## src/rtl/mem_stage.sv

```systemverilog
// mem_stage: MEM pipeline stage with a wait-stated word memory and the MEM/WB register.
// Define MEM_STAGE_ALIGN_CHECK_EN to trap misaligned loads/stores instead of executing them.
module mem_stage #(
  parameter int WAIT_CYCLES = 2,
  parameter int DEPTH       = 64
) (
  input  logic        clk,
  input  logic        rst_n,
  input  logic [31:0] aluResultMEM,
  input  logic [31:0] regReadData2MEM,
  input  logic [4:0]  registerMEM,
  input  logic        memReadMEM,
  input  logic        memWriteMEM,
  input  logic        memtoRegMEM,
  input  logic        regWriteMEM,
  output logic        stallMEM,
  output logic [31:0] readDataWB,
  output logic [31:0] aluResultWB,
  output logic [4:0]  registerWB,
  output logic        memtoRegWB,
  output logic        regWriteWB,
  output logic        alignErrWB
);

  localparam int AW = $clog2(DEPTH);
  localparam logic [3:0] CNT_INIT = (WAIT_CYCLES > 0) ? 4'(WAIT_CYCLES - 1) : 4'd0;

  typedef enum logic {S_IDLE, S_WAIT} state_t;

  state_t        state, state_next;
  logic [3:0]    cnt, cnt_next;
  logic          mem_op, misaligned, stall, complete;
  logic [AW-1:0] idx;
  logic [31:0]   read_word;
  logic [31:0]   mem [DEPTH];
  logic          unused_addr;

  assign mem_op      = memReadMEM | memWriteMEM;
  assign idx         = aluResultMEM[AW+1:2];
  assign read_word   = mem[idx];
  assign unused_addr = ^{aluResultMEM[31:AW+2], aluResultMEM[1:0]};

`ifdef MEM_STAGE_ALIGN_CHECK_EN
  assign misaligned = mem_op && (aluResultMEM[1:0] != 2'b00);
`else
  assign misaligned = 1'b0;
`endif

  always_ff @(posedge clk or negedge rst_n) begin
    if (!rst_n) begin
      state <= S_IDLE;
      cnt   <= 4'd0;
    end else begin
      state <= state_next;
      cnt   <= cnt_next;
    end
  end

  // A trapped misaligned op falls through IDLE as "complete" but is masked below.
  always_comb begin
    state_next = state;
    cnt_next   = cnt;
    stall      = 1'b0;
    complete   = 1'b0;
    unique case (state)
      S_IDLE: begin
        if (mem_op && !misaligned && (WAIT_CYCLES != 0)) begin
          stall      = 1'b1;
          state_next = S_WAIT;
          cnt_next   = CNT_INIT;
        end else begin
          complete = 1'b1;
        end
      end
      S_WAIT: begin
        if (cnt != 4'd0) begin
          stall    = 1'b1;
          cnt_next = cnt - 4'd1;
        end else begin
          complete   = 1'b1;
          state_next = S_IDLE;
        end
      end
      default: state_next = S_IDLE;
    endcase
  end

  assign stallMEM = stall & rst_n;

  always_ff @(posedge clk) begin
    if (rst_n && complete && memWriteMEM && !misaligned)
      mem[idx] <= regReadData2MEM;
  end

  // Anything other than a clean completion loads a bubble.
  always_ff @(posedge clk or negedge rst_n) begin
    if (!rst_n) begin
      readDataWB  <= '0;
      aluResultWB <= '0;
      registerWB  <= '0;
      memtoRegWB  <= 1'b0;
      regWriteWB  <= 1'b0;
    end else if (complete && !misaligned) begin
      readDataWB  <= memReadMEM ? read_word : 32'd0;
      aluResultWB <= aluResultMEM;
      registerWB  <= registerMEM;
      memtoRegWB  <= memtoRegMEM;
      regWriteWB  <= regWriteMEM;
    end else begin
      readDataWB  <= '0;
      aluResultWB <= '0;
      registerWB  <= '0;
      memtoRegWB  <= 1'b0;
      regWriteWB  <= 1'b0;
    end
  end

`ifdef MEM_STAGE_ALIGN_CHECK_EN
  always_ff @(posedge clk or negedge rst_n) begin
    if (!rst_n) alignErrWB <= 1'b0;
    else        alignErrWB <= misaligned;
  end
`else
  assign alignErrWB = 1'b0;
`endif

endmodule

```

## config.mk

```make
export PLATFORM = sky130hd
export DESIGN_NAME = mem_stage
export DESIGN_NICKNAME = d
export VERILOG_FILES = /design/src/rtl/mem_stage.sv
export SDC_FILE = /design/constraint.sdc
export NUM_CORES = 2
export LEC_CHECK = 0
export BUFFER_PORTS_ARGS = -buffer_cell sky130_fd_sc_hd__buf_2
export CAP_MARGIN = 30
export CORE_UTILIZATION = 47
export CTS_CLUSTER_DIAMETER = 120
export DETAILED_ROUTE_END_ITERATION = 16
export SETUP_SLACK_MARGIN = 0.15
export SKIP_LAST_GASP = 1
export SYNTH_ARGS = -nofsm -noshare
export SYNTH_HDL_FRONTEND = slang
export SYNTH_SLANG_ARGS = --single-unit
```

## constraint.sdc

```tcl
create_clock -name clk -period 3.3 [get_ports clk]
set_input_delay 0 -clock clk [delete_from_list [all_inputs] [get_ports clk]]
set_output_delay 0 -clock clk [all_outputs]
set_load 0.02 [all_outputs]
```

* Word-level counts from Yosys, hierarchy flattened *
Memory sizes are Yosys's and may differ from the RTL's.
Index checks and enable logic that the tools add are counted.

cells by class
  add/subtract/negate cells = 1
  equality and inequality tests = 2
  multiplexer cells = 17
  bitwise operators = 3
  reductions and logical operators = 4

operators by type and width
  cell                   number
  $mux W32               3
  $mux W1                8
  $mux W4                2
  $pmux W4 S2            1
  $mux W5                1
  $pmux W1 S2            2
  $reduce_bool A4 Y1     1
  $sub A4 B1 Y4 const B  1
  $logic_and A1 B1 Y1    2
  $ne A2 B1 Y1 const B   1
  $ne A2 B2 Y1 const B   1
  $reduce_and A2 Y1      1
  $and A1 B1 Y1          1
  $not A1 Y1             1
  $or A1 B1 Y1           1

storage, ports and cells
  register bits after elaboration = 76
  bits in writable memories = 2048
  input port bits = 75
  output and inout bits = 73
  memories = 1

memories
  name  depth  bits a word  rd ports  clocked after memory_dff  write ports  line  text
  mem   64     32           1         0                         1            35    logic [31:0] mem [DEPTH];

* Depth between registers and ports, before layout *
  word-level depth = 7
  mapped depth = 11
  mapped depth without buffers = 8

* Worst setup path after synthesis *
Ideal clock, no wire load.

  path kind = register to register
  from = register cnt[0]
  to = memory mem[0][0] (enable)
  setup time = 0.421 ns
  arrival = 2.714 ns
  required time = 2.879 ns
  slack = 0.165 ns
  cell stages (with the launch flop) = 8
  path buffers = 0
  path through = dfrtp_1 > inv_1 > ha_1 > nor3b_1 > nand4_1 > nor2_1 > nand2_1 > nor2_1

between the ends
  word-level cells in the longest chain between the ends = 7

ends and longest elaborated chain
  item                               line  text
  start, declared                    31    logic [3:0] cnt, cnt_next;
  start signal, assigned             55    cnt <= cnt_next;
  $reduce_bool A4 Y1                 76    if (cnt != 4'd0) begin
  $mux W1                            76
  $pmux W1 S2                        65    unique case (state)
  $logic_and A1 B1 Y1 (2 in series)  91    if (rst_n && complete && memWriteMEM && !misaligned)
  $mux W1                            91
  $mux W1 (not written as such)      92    mem[idx] <= regReadData2MEM;
  end, declared                      35

No other way between the ends.

* Final worst setup path *
  from = input port aluResultMEM[2]
  to = register readDataWB[25]

between the ends
  word-level cells in the longest chain between the ends = 3

ends and longest elaborated chain
  item                  line  text
  start, declared       9     input logic [31:0] aluResultMEM,
  $mem_v2 Z64 W32       n/a
  $mux W32              104   readDataWB <= memReadMEM ? read_word : 32'd0;
  $mux W32              103   end else if (complete && !misaligned) begin
  end signal, assigned  104
  end, declared         17    output logic [31:0] readDataWB,

No other way between the ends.
A chain may end at the register's enable or synchronous reset.

==> qor.txt <==
==========================================================================================
Peak clock frequency supported by timing ....................................      326 MHz
Simple-gate share of the synthesized area ...................................       0.0306
Fraction of final layout cells sized beyond drive strength 1 ................        0.192
Total wire length after detailed routing ....................................       254 mm
Post-synthesis area per instance ............................................   17.7 sq um
Number of synthesized flops with an enable pin ..............................        2,048
Combinational family with the most area after synthesis ..................... compound AO/OA/AOI/OAI gates
Share of Yosys cell area claimed by the top area cell type ..................        0.774
Setup repair after global routing missed its margin .........................        false
TritonCTS clock tree ........................................................         done
Final critical path time including I/O delays and setup .....................      3.07 ns
Post-DR wirelength/cell ..................................................... 34.3 microns
Setup_tns ...................................................................         0 ns
Clock latency at the later pin of the worst-skew pair .......................      0.86 ns
Power density over the cells ................................................  616 mW/mm^2
Largest area contributor in the synthesized netlist ......................... sky130_fd_sc_hd__edfxtp_1
Worst IR drop on VDD ........................................................     0.568 mV
Fin. Hold Viols .............................................................            0
Count of synthesis-stage warnings from yosys ................................            0
Clock edge transition at the registers on the reported setup and hold paths .      0.06 ns
Adder and majority cell fraction of the synthesized area ....................     0.000315
Status ......................................................................    completed
Pins over their slew limit ..................................................            0
Number of buffers and inverters on the critical path ........................            5
Sinks on the clock net ......................................................        2,124
Number of standard-cell rows in the floorplan ...............................          150
Area of the core ............................................................  0.168 sq mm
DR iter-0 viols .............................................................        7,249
Placed Instance Area ........................................................ 0.0858 sq mm
Worst path slowest cell ..................................................... sky130_fd_sc_hd__o21ai_0
Clock Skew ..................................................................    0.0606 ns
Initial standard-cell utilization of the core ...............................        0.474
Final layout net count ......................................................        5,100
Worst-path cell chain ....................................................... dlygate4sd3_1, buf_6, and2_4, buf_4, buf_12, buf_4, a221oi_1, nor2_1, o21ai_0, nand4_1, o21a_1
CTS buffer count ............................................................          210
Proportion of synthesized area in mux cells .................................       0.0220
Top Family by Delay on Critical Path ........................................ buffers and inverters
Fraction of the yosys area taken by sequential cells ........................        0.798
Number of buffers added for setup after CTS .................................            0
Worst-Margin Slew ...........................................................      1.03 ns
Cell Area, Synth ............................................................ 0.0795 sq mm
Port-buffer cells ...........................................................          146
Highest net fanout along the worst path .....................................           34
Yosys cell types ............................................................           63
Fraction of the cycle the final worst path needs ............................        0.930
Final Setup Violations ......................................................            0
Leading post-synthesis cells by cell area ................................... sky130_fd_sc_hd__edfxtp_1 (77%), sky130_fd_sc_hd__a221oi_1 (5.9%), sky130_fd_sc_hd__a22oi_1 (3.1%)
Hold/Removal Path Class ..................................................... primary input to flip-flop
Final instance count without filler cells ...................................        7,412
Number of buffers between clock root and the deepest sink ...................            3
Setup slack of the worst register-to-register path ..........................      0.36 ns
Die footprint ...............................................................  0.171 sq mm
Number of global-route vias before repair ...................................       46,700
I/O pin count ...............................................................          148
Gr usage total ..............................................................        0.297
RePlAce Congestion ..........................................................        0.930
Post-synthesis cell count ...................................................        4,485
Antenna viol nets, final ....................................................            0
Final hold slack ............................................................     0.159 ns
Area growth, synth to finish ................................................        18.3%
Antenna violations before repair ............................................           15
Avg Vias per Cell ...........................................................         6.60
Pin count of the biggest net entering global routing ........................           94
Die width ...................................................................  413 microns
Cell types with the highest counts after synthesis .......................... sky130_fd_sc_hd__edfxtp_1 (2,048), sky130_fd_sc_hd__a221oi_1 (539), sky130_fd_sc_hd__a22oi_1 (331)
Post-detailed-placement half-perimeter wirelength ...........................       158 mm
Number of synthesized register bits .........................................        2,124
Most common cell in the synthesized netlist ................................. sky130_fd_sc_hd__edfxtp_1
Total instance count after detailed placement ...............................        6,874
Required time reported for the critical path endpoint .......................      4.04 ns
Synth async-reset ratio .....................................................       0.0358
Worst slew margin relative to its limit .....................................        0.307
Leakage power figure ........................................................      30.2 nW
Syn Nets ....................................................................        4,562
First drt pass iteration count ..............................................            6
Area of all placed cells without fillers .................................... 0.0940 sq mm
Capturing element type of the critical path .................................    flip-flop
Parity-gate share of the synthesized area counting xor and xnor cells .......            0
Category of the most critical setup path .................................... primary input to flip-flop
Root buffer cell ............................................................ sky130_fd_sc_hd__clkbuf_16
Cell with the most instances on the worst path .............................. sky130_fd_sc_hd__buf_4
Remaining DRCs ..............................................................            0
Die height ..................................................................  413 microns
Arr. time, crit path ........................................................      3.81 ns
Crit path launch type ....................................................... primary input
Most instantiated flip-flop cell in the synthesis netlist ................... sky130_fd_sc_hd__edfxtp_1
Detailed-route via count ....................................................       48,900
H-tree level count ..........................................................            4
Crit path largest cell delay ................................................      0.69 ns
MaxCap Viol Count ...........................................................            0
Compound-Gate Fraction of Synth Area ........................................        0.128
Total gr overflow ...........................................................            0
First-pass GRT wire length ..................................................       356 mm
==========================================================================================
## tightest hold or removal path, delay by kind of cell
family | cells | cell delay (ns)
simple gates | 1 | 0.22
compound gates | 3 | 0.41
buf+inv | 1 | 0.27
## power by group
group          leakage [nW]  switching, mW  internal, mW
Clock                  3.27           10.3          13.2
Sequential             19.4          0.160          29.8
Combinational          7.46           2.99          1.47
Total                  30.2           13.4          44.5
## flip-flops by register name (all words and copies together), names as in the netlist
register     cells
aluResultWB     32
state            1
regWriteWB       1
mem           2048
registerWB       5
memtoRegWB       1
cnt              4
readDataWB      32
## repair_timing
action                                 in CTS  in global routing
endpoints found under the hold margin    1497                  0
setup endpoints to repair                   0                  1
gates resized for setup                     0                  1
hold buffers                              139                  0
## per-stage QoR
| stage | setup slack (ns) | utilization | power [mW] |
|---|---|---|---|
| floorplan | 0.165 | - | 32.5 |
| global placement | 0.254 | 0.512 | 34.6 |
| detailed placement | 0.196 | 0.512 | 34.6 |
| CTS | 0.205 | 0.560 | 57.9 |
| global route | 0.195 | 0.561 | 59.3 |
| finish | 0.231 | 0.561 | 57.9 |
## area by class of cell
type	instances	area (sq um)
Sequential cell	2124	63400
Inverter	7	36.3
Multi-Input combinational cell	2001	14900
Tap cell	2204	2760
Clock buffer	284	5730
Fill cell	12800	73600
Antenna cell	4	10.0
Clock inverter	109	1040
Timing Repair Buffer	679	6080
## layout by cell type, fill, tap and decap left out, types with 37 or more instances in the layout
| cell | instances |
|---|---|
| sky130_fd_sc_hd__dlygate4sd3_1 | 139 |
| sky130_fd_sc_hd__mux2_2 | 39 |
| sky130_fd_sc_hd__dfrtp_1 | 76 |
| sky130_fd_sc_hd__o21ai_0 | 108 |
| sky130_fd_sc_hd__and2_1 | 37 |
| sky130_fd_sc_hd__mux2i_1 | 59 |
| sky130_fd_sc_hd__buf_2 | 137 |
| sky130_fd_sc_hd__a21oi_1 | 63 |
| sky130_fd_sc_hd__buf_4 | 323 |
| sky130_fd_sc_hd__nor3_1 | 50 |
| sky130_fd_sc_hd__edfxtp_1 | 2048 |
| sky130_fd_sc_hd__nor2_4 | 66 |
| sky130_fd_sc_hd__a221oi_1 | 539 |
| sky130_fd_sc_hd__clkbuf_1 | 58 |
| sky130_fd_sc_hd__o22ai_1 | 174 |
| sky130_fd_sc_hd__clkbuf_16 | 213 |
| sky130_fd_sc_hd__buf_12 | 76 |
| sky130_fd_sc_hd__nand2_1 | 53 |
| sky130_fd_sc_hd__a22oi_1 | 331 |
| sky130_fd_sc_hd__nor2_1 | 230 |
## worst paths after layout
check / cells past startpoint / to / from
min in group asynchronous: 4 / aluResultWB[2] / rst_n
max in group asynchronous: 5 / readDataWB[10] / rst_n
setup / recovery: 11 / readDataWB[25] / aluResultMEM[2]
hold / removal: 5 / readDataWB[6] / aluResultMEM[3]
setup reg to reg: 9 / mem[45][16] / cnt[0]
hold reg to reg: 2 / cnt[0] / cnt[0]
## cells by family (layout without fill, tap and decap cells)
logic type | count (synthesis) | after routing
and+or+nand+nor | 531 | 531
AOI/OAI and AO/OA | 1337 | 1337
buffers and inverters | 360 | 1079
other | 1 | 5
DFF | 2124 | 2124
muxes | 130 | 130
adders and majority gates | 2 | 2
## metal layers
layer,wire (microns),vias up,GRT usage
li1,-,20000,-
met1,102000,25400,0.429
met2,114000,3110,0.445
met3,30200,437,0.0736
met4,7430,2,0.0859
met5,13,-,0
(Power assumes the default switching activity.)
